File: config.mk
export PLATFORM = sky130hd
export DESIGN_NAME = jvm_param_emitter
export DESIGN_NICKNAME = d
export VERILOG_FILES = /design/src/rtl/jvm_param_emitter.sv
export SDC_FILE = /design/constraint.sdc
export NUM_CORES = 1
export LEC_CHECK = 0
export ABC_CLOCK_PERIOD_IN_PS = 3600
export BUFFER_PORTS_ARGS = -buffer_cell sky130_fd_sc_hd__buf_2
export CELL_PAD_IN_SITES_DETAIL_PLACEMENT = 1
export CELL_PAD_IN_SITES_GLOBAL_PLACEMENT = 2
export CORE_MARGIN = 8
export CORE_UTILIZATION = 36
export DETAILED_ROUTE_END_ITERATION = 8
export GPL_TIMING_DRIVEN = 0
export PLACE_DENSITY_LB_ADDON = 0.05
export SYNTH_ARGS = -nofsm -noshare
export SYNTH_HDL_FRONTEND = slang
export SYNTH_SLANG_ARGS = --single-unit
File: constraint.sdc
create_clock -name clk -period 3.6 [get_ports clk]
set_input_delay 0.36 -clock clk [delete_from_list [all_inputs] [get_ports clk]]
set_output_delay 0.36 -clock clk [all_outputs]
set_load 0.1 [all_outputs]
File: src/rtl/jvm_param_emitter.sv
// jvm_param_emitter
//   Collects the 1..MAX_BYTES big-endian immediate operand bytes of a JVM
//   opcode. It zero- or sign-extends them to 32 bits and emits the ARM words
//   that load the value into register REG and push it onto the ARM stack:
//   MOVW, then MOVT if needed, then STR Rd,[sp,#-4]!.
//
//   Optional feature: define MVN_SHORT_EN to emit a single MVN Rd,#imm8 in
//   place of MOVW/MOVT when the complement of the value fits in 8 bits.
//
// Ports
//   clk, reset            system clock; asynchronous active-high reset
//   start                 one-cycle request, sampled only in IDLE
//   byte_count            operand byte count (saturates at MAX_BYTES)
//   sign_ext              1 = sign-extend, 0 = zero-extend
//   busy, done            sequence in progress / one-cycle completion pulse
//   byte_valid/ready/data operand byte stream from the fetcher
//   inst_valid/ready/data ARM instruction stream to the writer
//
// State | meaning
//   IDLE      | waiting for start
//   COLLECT   | shifting in operand bytes
//   EMIT_LO   | MOVW (or MVN) word offered
//   EMIT_HI   | MOVT word offered
//   EMIT_PUSH | STR pre-decrement push offered
//   FINISH    | done pulse, back to IDLE

module jvm_param_emitter #(
  parameter int MAX_BYTES = 4,
  parameter int REG       = 0,
  parameter int CNT_W     = 3
) (
  input  logic             clk,
  input  logic             reset,
  input  logic             start,
  input  logic [CNT_W-1:0] byte_count,
  input  logic             sign_ext,
  output logic             busy,
  output logic             done,
  input  logic             byte_valid,
  input  logic [7:0]       byte_data,
  output logic             byte_ready,
  output logic             inst_valid,
  output logic [31:0]      inst_data,
  input  logic             inst_ready
);

  typedef enum logic [2:0] {
    IDLE      = 3'd0,
    COLLECT   = 3'd1,
    EMIT_LO   = 3'd2,
    EMIT_HI   = 3'd3,
    EMIT_PUSH = 3'd4,
    FINISH    = 3'd5
  } state_t;

  localparam logic [CNT_W-1:0] MAX_N = CNT_W'(MAX_BYTES);
  localparam logic [3:0]       REG_F = 4'(REG);

  state_t           state, state_nxt;
  logic [31:0]      acc, acc_nxt;
  logic [CNT_W-1:0] rem, rem_nxt;
  logic [CNT_W-1:0] n_lat, n_nxt;
  logic             sgn_lat, sgn_nxt;
  logic [31:0]      inst_nxt;

  logic [CNT_W-1:0] n_eff;
  logic [31:0]      acc_shift;
  logic [31:0]      val_shift;
  logic [31:0]      val_cur;

  // Keep the low 8n bits of the accumulator and fill the rest with the
  // operand's top bit (sign) or zeros.
  function automatic logic [31:0] extend(input logic [31:0] a,
                                         input logic [CNT_W-1:0] n,
                                         input logic s);
    logic [31:0] v;
    v = a;
    if (n == CNT_W'(1))
      v = {{24{s & a[7]}}, a[7:0]};
    else if (n == CNT_W'(2))
      v = {{16{s & a[15]}}, a[15:0]};
    else if (n == CNT_W'(3))
      v = {{8{s & a[23]}}, a[23:0]};
    return v;
  endfunction

  function automatic logic [31:0] movw(input logic [31:0] v);
    return {12'hE30, v[15:12], REG_F, v[11:0]};
  endfunction

  function automatic logic [31:0] movt(input logic [31:0] v);
    return {12'hE34, v[31:28], REG_F, v[27:16]};
  endfunction

  function automatic logic [31:0] push_word();
    return {16'hE52D, REG_F, 12'h004};
  endfunction

`ifdef MVN_SHORT_EN
  // ~v fits in 8 bits exactly when v[31:8] is all ones.
  function automatic logic mvn_fits(input logic [31:0] v);
    return (v[31:8] == 24'hFFFFFF);
  endfunction

  function automatic logic [31:0] mvn(input logic [31:0] v);
    logic [31:0] nv;
    nv = ~v;
    return {12'hE3E, 4'h0, REG_F, 4'h0, nv[7:0]};
  endfunction
`endif

  assign n_eff     = (byte_count > MAX_N) ? MAX_N : byte_count;
  assign acc_shift = {acc[23:0], byte_data};
  // val_shift is the value as it will be once the byte arriving this cycle
  // is shifted in; it lets the first word be registered on the same edge.
  assign val_shift = extend(acc_shift, n_lat, sgn_lat);
  assign val_cur   = extend(acc, n_lat, sgn_lat);

  always_ff @(posedge clk or posedge reset) begin
    if (reset) begin
      state     <= IDLE;
      acc       <= 32'h0;
      rem       <= '0;
      n_lat     <= '0;
      sgn_lat   <= 1'b0;
      inst_data <= 32'h0;
    end else begin
      state     <= state_nxt;
      acc       <= acc_nxt;
      rem       <= rem_nxt;
      n_lat     <= n_nxt;
      sgn_lat   <= sgn_nxt;
      inst_data <= inst_nxt;
    end
  end

  always_comb begin
    state_nxt = state;
    acc_nxt   = acc;
    rem_nxt   = rem;
    n_nxt     = n_lat;
    sgn_nxt   = sgn_lat;
    inst_nxt  = inst_data;

    case (state)
      IDLE: begin
        if (start) begin
          acc_nxt = 32'h0;
          sgn_nxt = sign_ext;
          n_nxt   = n_eff;
          rem_nxt = n_eff;
          if (n_eff == '0)
            state_nxt = FINISH;
          else
            state_nxt = COLLECT;
        end
      end

      COLLECT: begin
        if (byte_valid) begin
          acc_nxt = acc_shift;
          rem_nxt = rem - CNT_W'(1);
          if (rem == CNT_W'(1)) begin
            state_nxt = EMIT_LO;
`ifdef MVN_SHORT_EN
            inst_nxt = mvn_fits(val_shift) ? mvn(val_shift) : movw(val_shift);
`else
            inst_nxt = movw(val_shift);
`endif
          end
        end
      end

      EMIT_LO: begin
        if (inst_ready) begin
`ifdef MVN_SHORT_EN
          if (mvn_fits(val_cur) || (val_cur[31:16] == 16'h0)) begin
`else
          if (val_cur[31:16] == 16'h0) begin
`endif
            state_nxt = EMIT_PUSH;
            inst_nxt  = push_word();
          end else begin
            state_nxt = EMIT_HI;
            inst_nxt  = movt(val_cur);
          end
        end
      end

      EMIT_HI: begin
        if (inst_ready) begin
          state_nxt = EMIT_PUSH;
          inst_nxt  = push_word();
        end
      end

      EMIT_PUSH: begin
        if (inst_ready) begin
          state_nxt = FINISH;
          inst_nxt  = 32'h0;
        end
      end

      FINISH: begin
        state_nxt = IDLE;
      end

      default: begin
        state_nxt = IDLE;
      end
    endcase
  end

  assign busy       = (state == COLLECT) || (state == EMIT_LO) ||
                      (state == EMIT_HI) || (state == EMIT_PUSH);
  assign done       = (state == FINISH);
  assign byte_ready = (state == COLLECT);
  assign inst_valid = (state == EMIT_LO) || (state == EMIT_HI) ||
                      (state == EMIT_PUSH);

endmodule

; ---- Yosys cells after proc, flatten, opt, wreduce, memory -nomap -nowiden
; Cells that the tools add are included.
[word_totals]
register_bits = 74
output_inout_bits = 36
wordCells = 69
[op_classes]
n_addsub = 1
n_lt_le_gt_ge = 1
eq_ne = 15
muxes = 28
bitwise_logic = 4
reduce_logical = 14
[op_table]
columns = cell, n
row1 = $mux W32, 10
row2 = $pmux W32 S4, 1
row3 = $pmux W32 S2, 1
row4 = $mux W3, 11
row5 = $mux W16, 2
row6 = $mux W27, 1
row7 = $logic_not A16 Y1, 1
row8 = $pmux W3 S5, 1
row9 = $eq A3 B2 Y1 const B, 4
row10 = $reduce_and A6 Y1, 2
row11 = $ne A2 B2 Y1 const B, 5
row12 = $eq A3 B1 Y1 const B, 3
row13 = $eq A3 B3 Y1 const B, 2
row14 = $logic_not A3 Y1, 2
row15 = $pmux W3 S2, 1
row16 = $logic_or A1 B1 Y1, 5
row17 = $and A1 B1 Y1, 4
row18 = $reduce_bool A4 Y1, 1
row19 = $gt A3 B3 Y1 const B, 1
row20 = $reduce_and A3 Y1, 1
row21 = $sub A3 B1 Y3 const B, 1
row22 = $ne A2 B1 Y1 const B, 1
row23 = $reduce_and A2 Y1, 1
row24 = $reduce_bool A2 Y1, 1

; ---- Longest topological paths before layout
; Gate-level depths: netlist of the first run.
[depth]
ltp_word = 8
depth_mapped = 8
mapped_depth_nobuf = 7

; ---- Least setup slack after synthesis of the first run
; Ideal clock, no wire load.
[synth_path]
path_kind = reg2reg
startpoint = register state[1]
endpoint = register acc[10]
arrival_time_ps = 3936
required_time_ps = 3483
slack_ps = -453
stages_incl_launch_ff = 7
n_path_buf = 2
synth_period_minus_slack_ps = 4053
path_cell_list = dfrtp_1 > buf_2 > nor3b_1 > nand2_1 > clkbuf_1 > nand3_1 > nand2_1
[synth_via]
elab_chain_cells = 3
[synth_lines]
columns = item, line
row1 = start: declaration, 59  ; state_t state, state_nxt;
row2 = start signal: assignment, 128  ; state <= state_nxt;
row3 = $eq A3 B1 Y1 *, n/a
row4 = via byte_ready, 41  ; output logic byte_ready,
row5 = $ne A2 B2 Y1 (no source line) or $reduce_bool A2 Y1 (tied branches), n/a
row6 = $reduce_and A3 Y1 (no source line), n/a
row7 = end signal: assignment, 129  ; acc <= acc_nxt;
row8 = end: declaration, 60  ; logic [31:0] acc, acc_nxt;
; Mark *: on every way through the listed nets, which the timed path passes. The rest lies on a longest branch.
; A chain may end at the register's enable or synchronous reset.

; ---- Worst setup path after layout of the first run
[layout_path]
startpoint = register state[1]
endpoint = output port inst_valid
[layout_via]
elab_chain_cells = 3
[layout_lines]
columns = item, line
row1 = $eq A3 B2 Y1, 218  ; assign inst_valid = (state == EMIT_LO) || (state == EMIT_HI) ||
row2 = $logic_or A1 B1 Y1, 218
row3 = $logic_or A1 B1 Y1 *, 218
row4 = end: declaration, 42  ; output logic inst_valid,
; Every way passes the cells marked *; elsewhere a longest branch is shown, timed or not.

==> results.json, run 1 <==
{
  "status": "complete, no violations",
  "drtIter0Drc": 114,
  "post-route-period-util": 0.695,
  "cts_buffers": 9,
  "setup_violations": 0,
  "syn_inst": 414,
  "critPathBufInv": 3,
  "drcViolationCount": 0,
  "grt_max_degree": 63,
  "finalHoldViolCount": 0,
  "hold_buffers": 0,
  "critPathSlowestCell": "buf_2",
  "path_clk_slew_ps": 80,
  "grt_usage": 0.178,
  "drv_cap": 0,
  "period_needed_ps": 2500,
  "design.core.area_mm2": 0.00920,
  "hp-class": "in2async",
  "grt_setup_unrepaired": "no",
  "finalSetupTns_ps": 0,
  "cts-root-buf": "clkbuf_8",
  "yosysSeqAreaShare": 0.458,
  "cts.htree.levels": 3,
  "crit-reg2reg-launch": "rem[1]$_DFFE_PP0P_",
  "cp.arrival_ps": 2140,
  "worst-slew-pin-transition_ps": 806,
  "grt_pass1_wl_mm": 18.1,
  "rr_endpoint": "inst_data[11]$_DFFE_PP0P_",
  "ys_seq_elements": 62,
  "start_util": 0.368,
  "grt_antenna_before_repair": 0,
  "clock_skew_ps": 12.0,
  "worstSetupStartpointType": "flip-flop",
  "cpPeakStageDelay_ps": 470,
  "reg2reg_slack_ps": 1280,
  "ant_nets": 0,
  "yosys-top-cells-area": "dfrtp_1 (46%), nand2_1 (12%), nand3_1 (6.1%)",
  "synth_most_common_cell": "nand2_1",
  "first_pass_iters": 4,
  "crit_fanout": 10,
  "path_common_cell": "buf_2",
  "synth_cell_types": 51,
  "cts.path.max_buffers": 2,
  "drive_gt1_frac": 0.177,
  "yosys_warnings": 0,
  "cts_tree": "done",
  "wl_mm": 10.9,
  "use_met1": 0.244,
  "die_h_um": 113,
  "overflow": 0,
  "grtUsageMet3": 0.0272,
  "post_cts_buffers": 0,
  "nets": 494,
  "place_congestion": 0.844,
  "rr_worst_depth": 8,
  "area_delta_synth_final_pct": 18.0,
  "ioPinCount": 53,
  "num_antenna_cells": 0,
  "grt_busiest_layer": "met2",
  "grt_util_met2": 0.282,
  "fp-row-count": 35,
  "post_cts_resized": 0,
  "netlist_area_mm2": 0.00338,
  "grt_pass1_vias": 3301,
  "path_class": "reg2out",
  "worstPathRequired_ps": 3240,
  "wl_per_cell_um": 18.5,
  "report.final.slew_viol_count": 0,
  "avgSynthCellArea_um2": 8.18,
  "numPortBuffers": 43,
  "synth_top_area_cell": "dfrtp_1",
  "end_kind": "primary output",
  "async_reset_ff_frac": 1.00,
  "num_vias": 3139,
  "dieArea_mm2": 0.0128,
  "yosysTopAreaCellShare": 0.458,
  "synth_common_cells": "nand2_1 (112), dfrtp_1 (62), nand3_1 (41)",
  "synth_flop_cell": "dfrtp_1",
  "die_w_um": 113,
  "critical_path.cell_chain": "buf_2 > nor2_1 > a21oi_1 > inv_1 > buf_2",
  "cp_top_family": "buffers and inverters",
  "clock_latency_ps": 350,
  "slew_headroom": 0.463,
  "synth_edf_count": 0,
  "fmax_mhz": 400,
  "cts.sinks": 62,
  "dp_hpwl_mm": 8.19,
  "viasPerCell": 5.31
}
[layout make-up]
cell class	instances	area [um^2]
Clock inverter	7	98.8
Tap cell	111	139
Sequential cell	62	1550
Fill cell	1115	5200
Inverter	6	25.0
Timing Repair Buffer	43	215
Buffer	40	210
Multi-Input combinational cell	313	1630
Clock buffer	9	124
[per-stage QoR]
stage | utilization | area (um^2) | setup WS, ps | instances | hold slack [ps]
floorplan | - | 3420 | 829 | 421 | 438
global route | 0.434 | 4000 | 986 | 591 | 216
detailed placement | 0.410 | 3770 | 1280 | 575 | 463
global placement | 0.410 | 3770 | 741 | 575 | 444
finish | 0.434 | 4000 | 1100 | 591 | 161
CTS | 0.434 | 4000 | 1100 | 591 | 194
[metal layers]
| layer | vias up | routed length (um) |
|---|---|---|
| met5 | - | 0 |
| met4 | 0 | 130 |
| met1 | 1537 | 5520 |
| met3 | 11 | 387 |
| li1 | 1534 | - |
| met2 | 57 | 4890 |
[layout by cell type, fill, tap and decap left out, types with 5 or more instances in the layout]
cell	instances
clkbuf_1	20
nand2b_1	10
nor2_1	17
inv_1	5
mux2i_1	6
nand2_1	112
o21ai_0	14
a21oi_1	31
o22ai_1	9
nor3_1	6
dfrtp_1	62
clkbuf_8	9
a211oi_1	7
nand3_1	41
o211ai_1	5
conb_1	8
buf_4	12
buf_2	49
[state kept, by name (all words and copies together) (netlist names)]
register / flops
acc: 32
inst_data: 20
n_lat: 3
rem: 3
state: 3
sgn_lat: 1
[logic make-up after synthesis]
kind of cell | count (synthesis) | synth area share
adders and majority gates | 2 | 0.00739
xor gates and xnor gates | 1 | 0.00259
muxes | 7 | 0.0211
and+or+nand+nor | 205 | 0.276
DFF | 62 | 0.458
AOI/OAI and AO/OA | 90 | 0.165
other | 1 | 0.00111
buffers and inverters | 46 | 0.0688
[how the worst max path moves through the flow]
stage | end | startpoint | depth (start not counted)
floorplan | acc[10]$_DFFE_PP0P_ | state[1]$_DFFE_PP0P_ | 6
global placement | inst_data[7]$_DFFE_PP0P_ | reset | 2
detailed placement | inst_data[7]$_DFFE_PP0P_ | acc[20]$_DFFE_PP0P_ | 6
CTS | inst_valid | state[1]$_DFFE_PP0P_ | 5
global route | inst_valid | state[1]$_DFFE_PP0P_ | 5
finish | inst_valid | state[1]$_DFFE_PP0P_ | 5
Power of run 1 is not shown: default switching activity piles up to over one toggle a cycle in this logic, so the estimate is an artifact.
==> inputs of run 2 (changes only) <==
- ABC_CLOCK_PERIOD_IN_PS: 3600 -> 2500
- CORE_UTILIZATION: 36 -> 33
- clock period: 3.6 -> 2.5 ns (I/O delays scaled with it)
==> results.json, run 2 (synthesis gave the netlist of run 1 again) <==
{
  "status": "complete, no violations",
  "ant_nets": 0,
  "die_w_um": 117,
  "worstPathRequired_ps": 2250,
  "finalHoldViolCount": 0,
  "wl_per_cell_um": 18.2,
  "grt_max_degree": 63,
  "drv_cap": 0,
  "design.core.area_mm2": 0.0101,
  "dpl_worst_slack_ps": 207,
  "grt_setup_unrepaired": "no",
  "hold_buffers": 0,
  "grt_pass1_wl_mm": 18.0,
  "clock_latency_ps": 340,
  "area_delta_synth_final_pct": 20.1,
  "worst-slew-pin-transition_ps": 832,
  "dieArea_mm2": 0.0138,
  "largest_reg_flops": 32,
  "crit_fanout": 10,
  "slew_headroom": 0.445,
  "final_common_cell": "nand2_1",
  "hp-class": "in2async",
  "die_h_um": 117,
  "post_cts_buffers": 0,
  "setup_violations": 0,
  "period_needed_ps": 2400,
  "setup_ws_ps": 97.1,
  "overflow": 0,
  "drive_gt1_frac": 0.175,
  "grt_antenna_before_repair": 0,
  "clock_skew_ps": 9.53,
  "report.final.slew_viol_count": 0,
  "drcViolationCount": 0,
  "cts.path.max_buffers": 2,
  "worstSetupStartpointType": "flip-flop",
  "end_kind": "primary output",
  "post-route-period-util": 0.961,
  "reg2reg_slack_ps": 230,
  "fmax_mhz": 416,
  "grt_pass1_vias": 3236,
  "fp-row-count": 37,
  "wl_mm": 11.2,
  "post_cts_resized": 0,
  "ioPinCount": 53,
  "largest-register": "acc",
  "cts-root-buf": "clkbuf_8",
  "largestRegisters": "acc x32, inst_data x20",
  "viasPerCell": 5.07,
  "numPortBuffers": 43,
  "cts_tree": "done",
  "cp.arrival_ps": 2150,
  "nets": 494,
  "start_util": 0.334,
  "cts.sinks": 62,
  "num_vias": 3120,
  "cts_buffers": 9,
  "place_congestion": 0.836,
  "dp_hpwl_mm": 8.45,
  "cts.htree.levels": 3,
  "path_class": "reg2out",
  "first_pass_iters": 4,
  "mostFrequentLayoutCells": "nand2_1 (112), dfrtp_1 (62), buf_2 (49)",
  "drtIter0Drc": 152,
  "path_clk_slew_ps": 70,
  "num_antenna_cells": 0,
  "grt_usage": 0.172
}
[run 2: stage by stage]
| step | setup TNS [ps] | std cells | hold WS, ps | instance area (um^2) | util |
|---|---|---|---|---|---|
| floorplan | 0 | 421 | 355 | 3420 | - |
| global placement | -16900 | 600 | 444 | 3810 | 0.376 |
| detailed placement | 0 | 600 | 457 | 3810 | 0.376 |
| CTS | 0 | 615 | 98.0 | 4070 | 0.401 |
| global route | 0 | 615 | 121 | 4070 | 0.401 |
| finish | 0 | 615 | 71.8 | 4070 | 0.401 |
[run 2: final timing paths]
path / start / end / cells after the start
setup / recovery: state[1]$_DFFE_PP0P_ / inst_valid / 5
hold / removal: reset / rem[2]$_DFFE_PP0P_ / 2
setup reg to reg: acc[20]$_DFFE_PP0P_ / inst_data[7]$_DFFE_PP0P_ / 6
hold reg to reg: inst_data[22]$_DFFE_PP0P_ / inst_data[22]$_DFFE_PP0P_ / 2
max in group asynchronous: reset / acc[0]$_DFFE_PP0P_ / 2
min in group clk: sign_ext / sgn_lat$_DFFE_PP0P_ / 3
[run 2: critical path: stages (launching register included)]
cell,delay [ps]
dfrtp_1,370
buf_2,190
nor2_1,370
a21oi_1,200
inv_1,210
buf_2,470
[run 2: routing by layer]
metal,global-route usage,wire (um)
met1,0.239,5570
met2,0.269,5080
met3,0.0231,417
met4,0.0546,143
met5,0,0
[run 2: cell type report]
cell class / count / area (um^2)
buffer: 40 / 210
clock buffer: 12 / 165
clock inverter: 3 / 90.1
fill: 1244 / 6070
inverter: 6 / 25.0
multi-input combinational: 313 / 1640
sequential: 62 / 1550
tap: 136 / 170
timing repair buffer: 43 / 215
Power of run 2 is left out for the same reason.
==> inputs of run 3 (changes only) <==
- ABC_AREA: default -> 1
==> results.json, run 3 <==
{
  "first_pass_iters": 4,
  "area_delta_synth_final_pct": 20.2,
  "cts_buffers": 9,
  "end_kind": "primary output",
  "rr_worst_depth": 8,
  "ys_seq_elements": 62,
  "drive_gt1_frac": 0.236,
  "cts.sinks": 62,
  "post-route-period-util": 0.920,
  "multi_input_area_mm2": 0.00138,
  "num_antenna_cells": 0,
  "finalHoldViolCount": 0,
  "async_reset_ff_frac": 1.00,
  "post_cts_buffers": 0,
  "design.core.area_mm2": 0.00977,
  "num_vias": 2950,
  "path_class": "reg2out",
  "reg2reg_slack_ps": 330,
  "synth_cell_types": 31,
  "use_met1": 0.220,
  "worstPathRequired_ps": 2250,
  "fillCellCount": 1260,
  "crit_fanout": 11,
  "period_needed_ps": 2300,
  "drcViolationCount": 0,
  "hold_buffers": 0,
  "die_w_um": 116,
  "cts.htree.levels": 3,
  "grt_usage": 0.162,
  "grt_max_degree": 36,
  "largest-register": "acc",
  "yosys-top-cells-area": "dfrtp_1 (47%), nand2_1 (12%), inv_1 (6.0%)",
  "report.final.slew_viol_count": 0,
  "largestRegisters": "acc x32, inst_data x20",
  "dp_hpwl_mm": 7.79,
  "grt_pass1_vias": 3077,
  "drtIter0Drc": 113,
  "yosysTopAreaCellShare": 0.468,
  "slew_headroom": 0.457,
  "grt_pass1_wl_mm": 16.7,
  "setup_violations": 0,
  "cts-root-buf": "clkbuf_8",
  "syn_inst": 420,
  "grt_busiest_layer": "met2",
  "drv_cap": 0,
  "final_common_cell": "nand2_1",
  "synth_edf_count": 0,
  "wl_mm": 10.1,
  "synth_most_common_cell": "nand2_1",
  "hp-class": "in2async",
  "dpl_worst_slack_ps": 231,
  "setup_ws_ps": 200,
  "avgSynthCellArea_um2": 7.89,
  "final_area_mm2": 0.00398,
  "nets": 501,
  "dpl_cell_area_mm2": 0.00375,
  "clock_latency_ps": 340,
  "synth_common_cells": "nand2_1 (104), dfrtp_1 (62), inv_1 (53)",
  "start_util": 0.339,
  "clock_skew_ps": 10.5,
  "grt_setup_unrepaired": "no",
  "yosysSeqAreaShare": 0.468,
  "cts_tree": "done",
  "fmax_mhz": 435,
  "path_clk_slew_ps": 70,
  "cp.arrival_ps": 2050,
  "synth_top_area_cell": "dfrtp_1",
  "grt_util_met2": 0.253,
  "dieArea_mm2": 0.0135,
  "worst-slew-pin-transition_ps": 813,
  "wl_per_cell_um": 16.3,
  "regArea_mm2": 0.00155,
  "die_h_um": 116,
  "synth_flop_cell": "dfrtp_1",
  "ioPinCount": 53,
  "numPortBuffers": 44,
  "finalSetupTns_ps": 0,
  "grt_antenna_before_repair": 0,
  "worstSetupStartpointType": "flip-flop",
  "largest_reg_flops": 32,
  "ant_nets": 0,
  "cts.path.max_buffers": 2,
  "fp-row-count": 36,
  "status": "complete, no violations",
  "netlist_area_mm2": 0.00331,
  "overflow": 0,
  "viasPerCell": 4.76,
  "place_congestion": 0.811,
  "yosys_warnings": 0,
  "mostFrequentLayoutCells": "nand2_1 (104), dfrtp_1 (62), inv_1 (52)",
  "grtUsageMet3": 0.0290
}
==> run 3: cell count changes after synthesis, sizes merged, moves of 9 or more <==
cell	previous run	this run
nand2b	10	0
clkbuf	20	6
o21ai	17	41
inv	6	62
o22ai	9	27
nor2	17	26
nand3	42	23
==> run 3: logic make-up after synthesis <==
kind of cell	synth area share
compound gates	0.171
buf+inv	0.125
fa+ha+maj	0.00755
simple gates	0.227
other cells	0.00113
flops	0.468
==> run 3: routing by layer <==
layer  share of wire  vias up
met2            0.45       48
met5               0        -
met3           0.043       10
met1            0.49     1420
li1                -     1472
met4           0.013        0
==> run 3: repair_timing <==
action                                  CTS  global route
hold endpoints to repair                  0             0
resized for setup                         1             0
endpoints found under the setup margin    1             0
==> run 3: worst paths after layout <==
| path | endpoint | from |
|---|---|---|
| setup / recovery | inst_valid | state[0]$_DFFE_PP0P_ |
| hold / removal | inst_data[8]$_DFFE_PP0P_ | reset |
| setup reg to reg | acc[5]$_DFFE_PP0P_ | state[0]$_DFFE_PP0P_ |
| hold reg to reg | inst_data[16]$_DFFE_PP0P_ | inst_data[16]$_DFFE_PP0P_ |
| max in group asynchronous | acc[12]$_DFFE_PP0P_ | reset |
| min in group clk | sgn_lat$_DFFE_PP0P_ | sign_ext |
==> run 3: cell type report <==
| class | count | share of cell area |
|---|---|---|
| clock inverters | 5 | 0.0204 |
| well taps | 133 | 0.0418 |
| flip-flops and latches | 62 | 0.390 |
| repair buffers | 45 | 0.0609 |
| inverters | 62 | 0.0584 |
| plain buffers | 26 | 0.0446 |
| clock buffers | 11 | 0.0380 |
| multi-input cells | 276 | 0.346 |
==> run 3: through the flow <==
stage / cells / util / hold WS [ps]
floorplan: 427 / - / 371
global placement: 604 / 0.382 / 452
detailed placement: 605 / 0.384 / 457
CTS: 620 / 0.407 / 75.1
global route: 620 / 0.407 / 133
finish: 620 / 0.407 / 62.6
==> run 3: worst max-delay path: stages, from the launching register on <==
cell	delay, ps
dfrtp_1	430
or2_1	290
nor2_2	200
inv_1	60
nand2_1	340
buf_4	380
Power of run 3 is left out for the same reason.
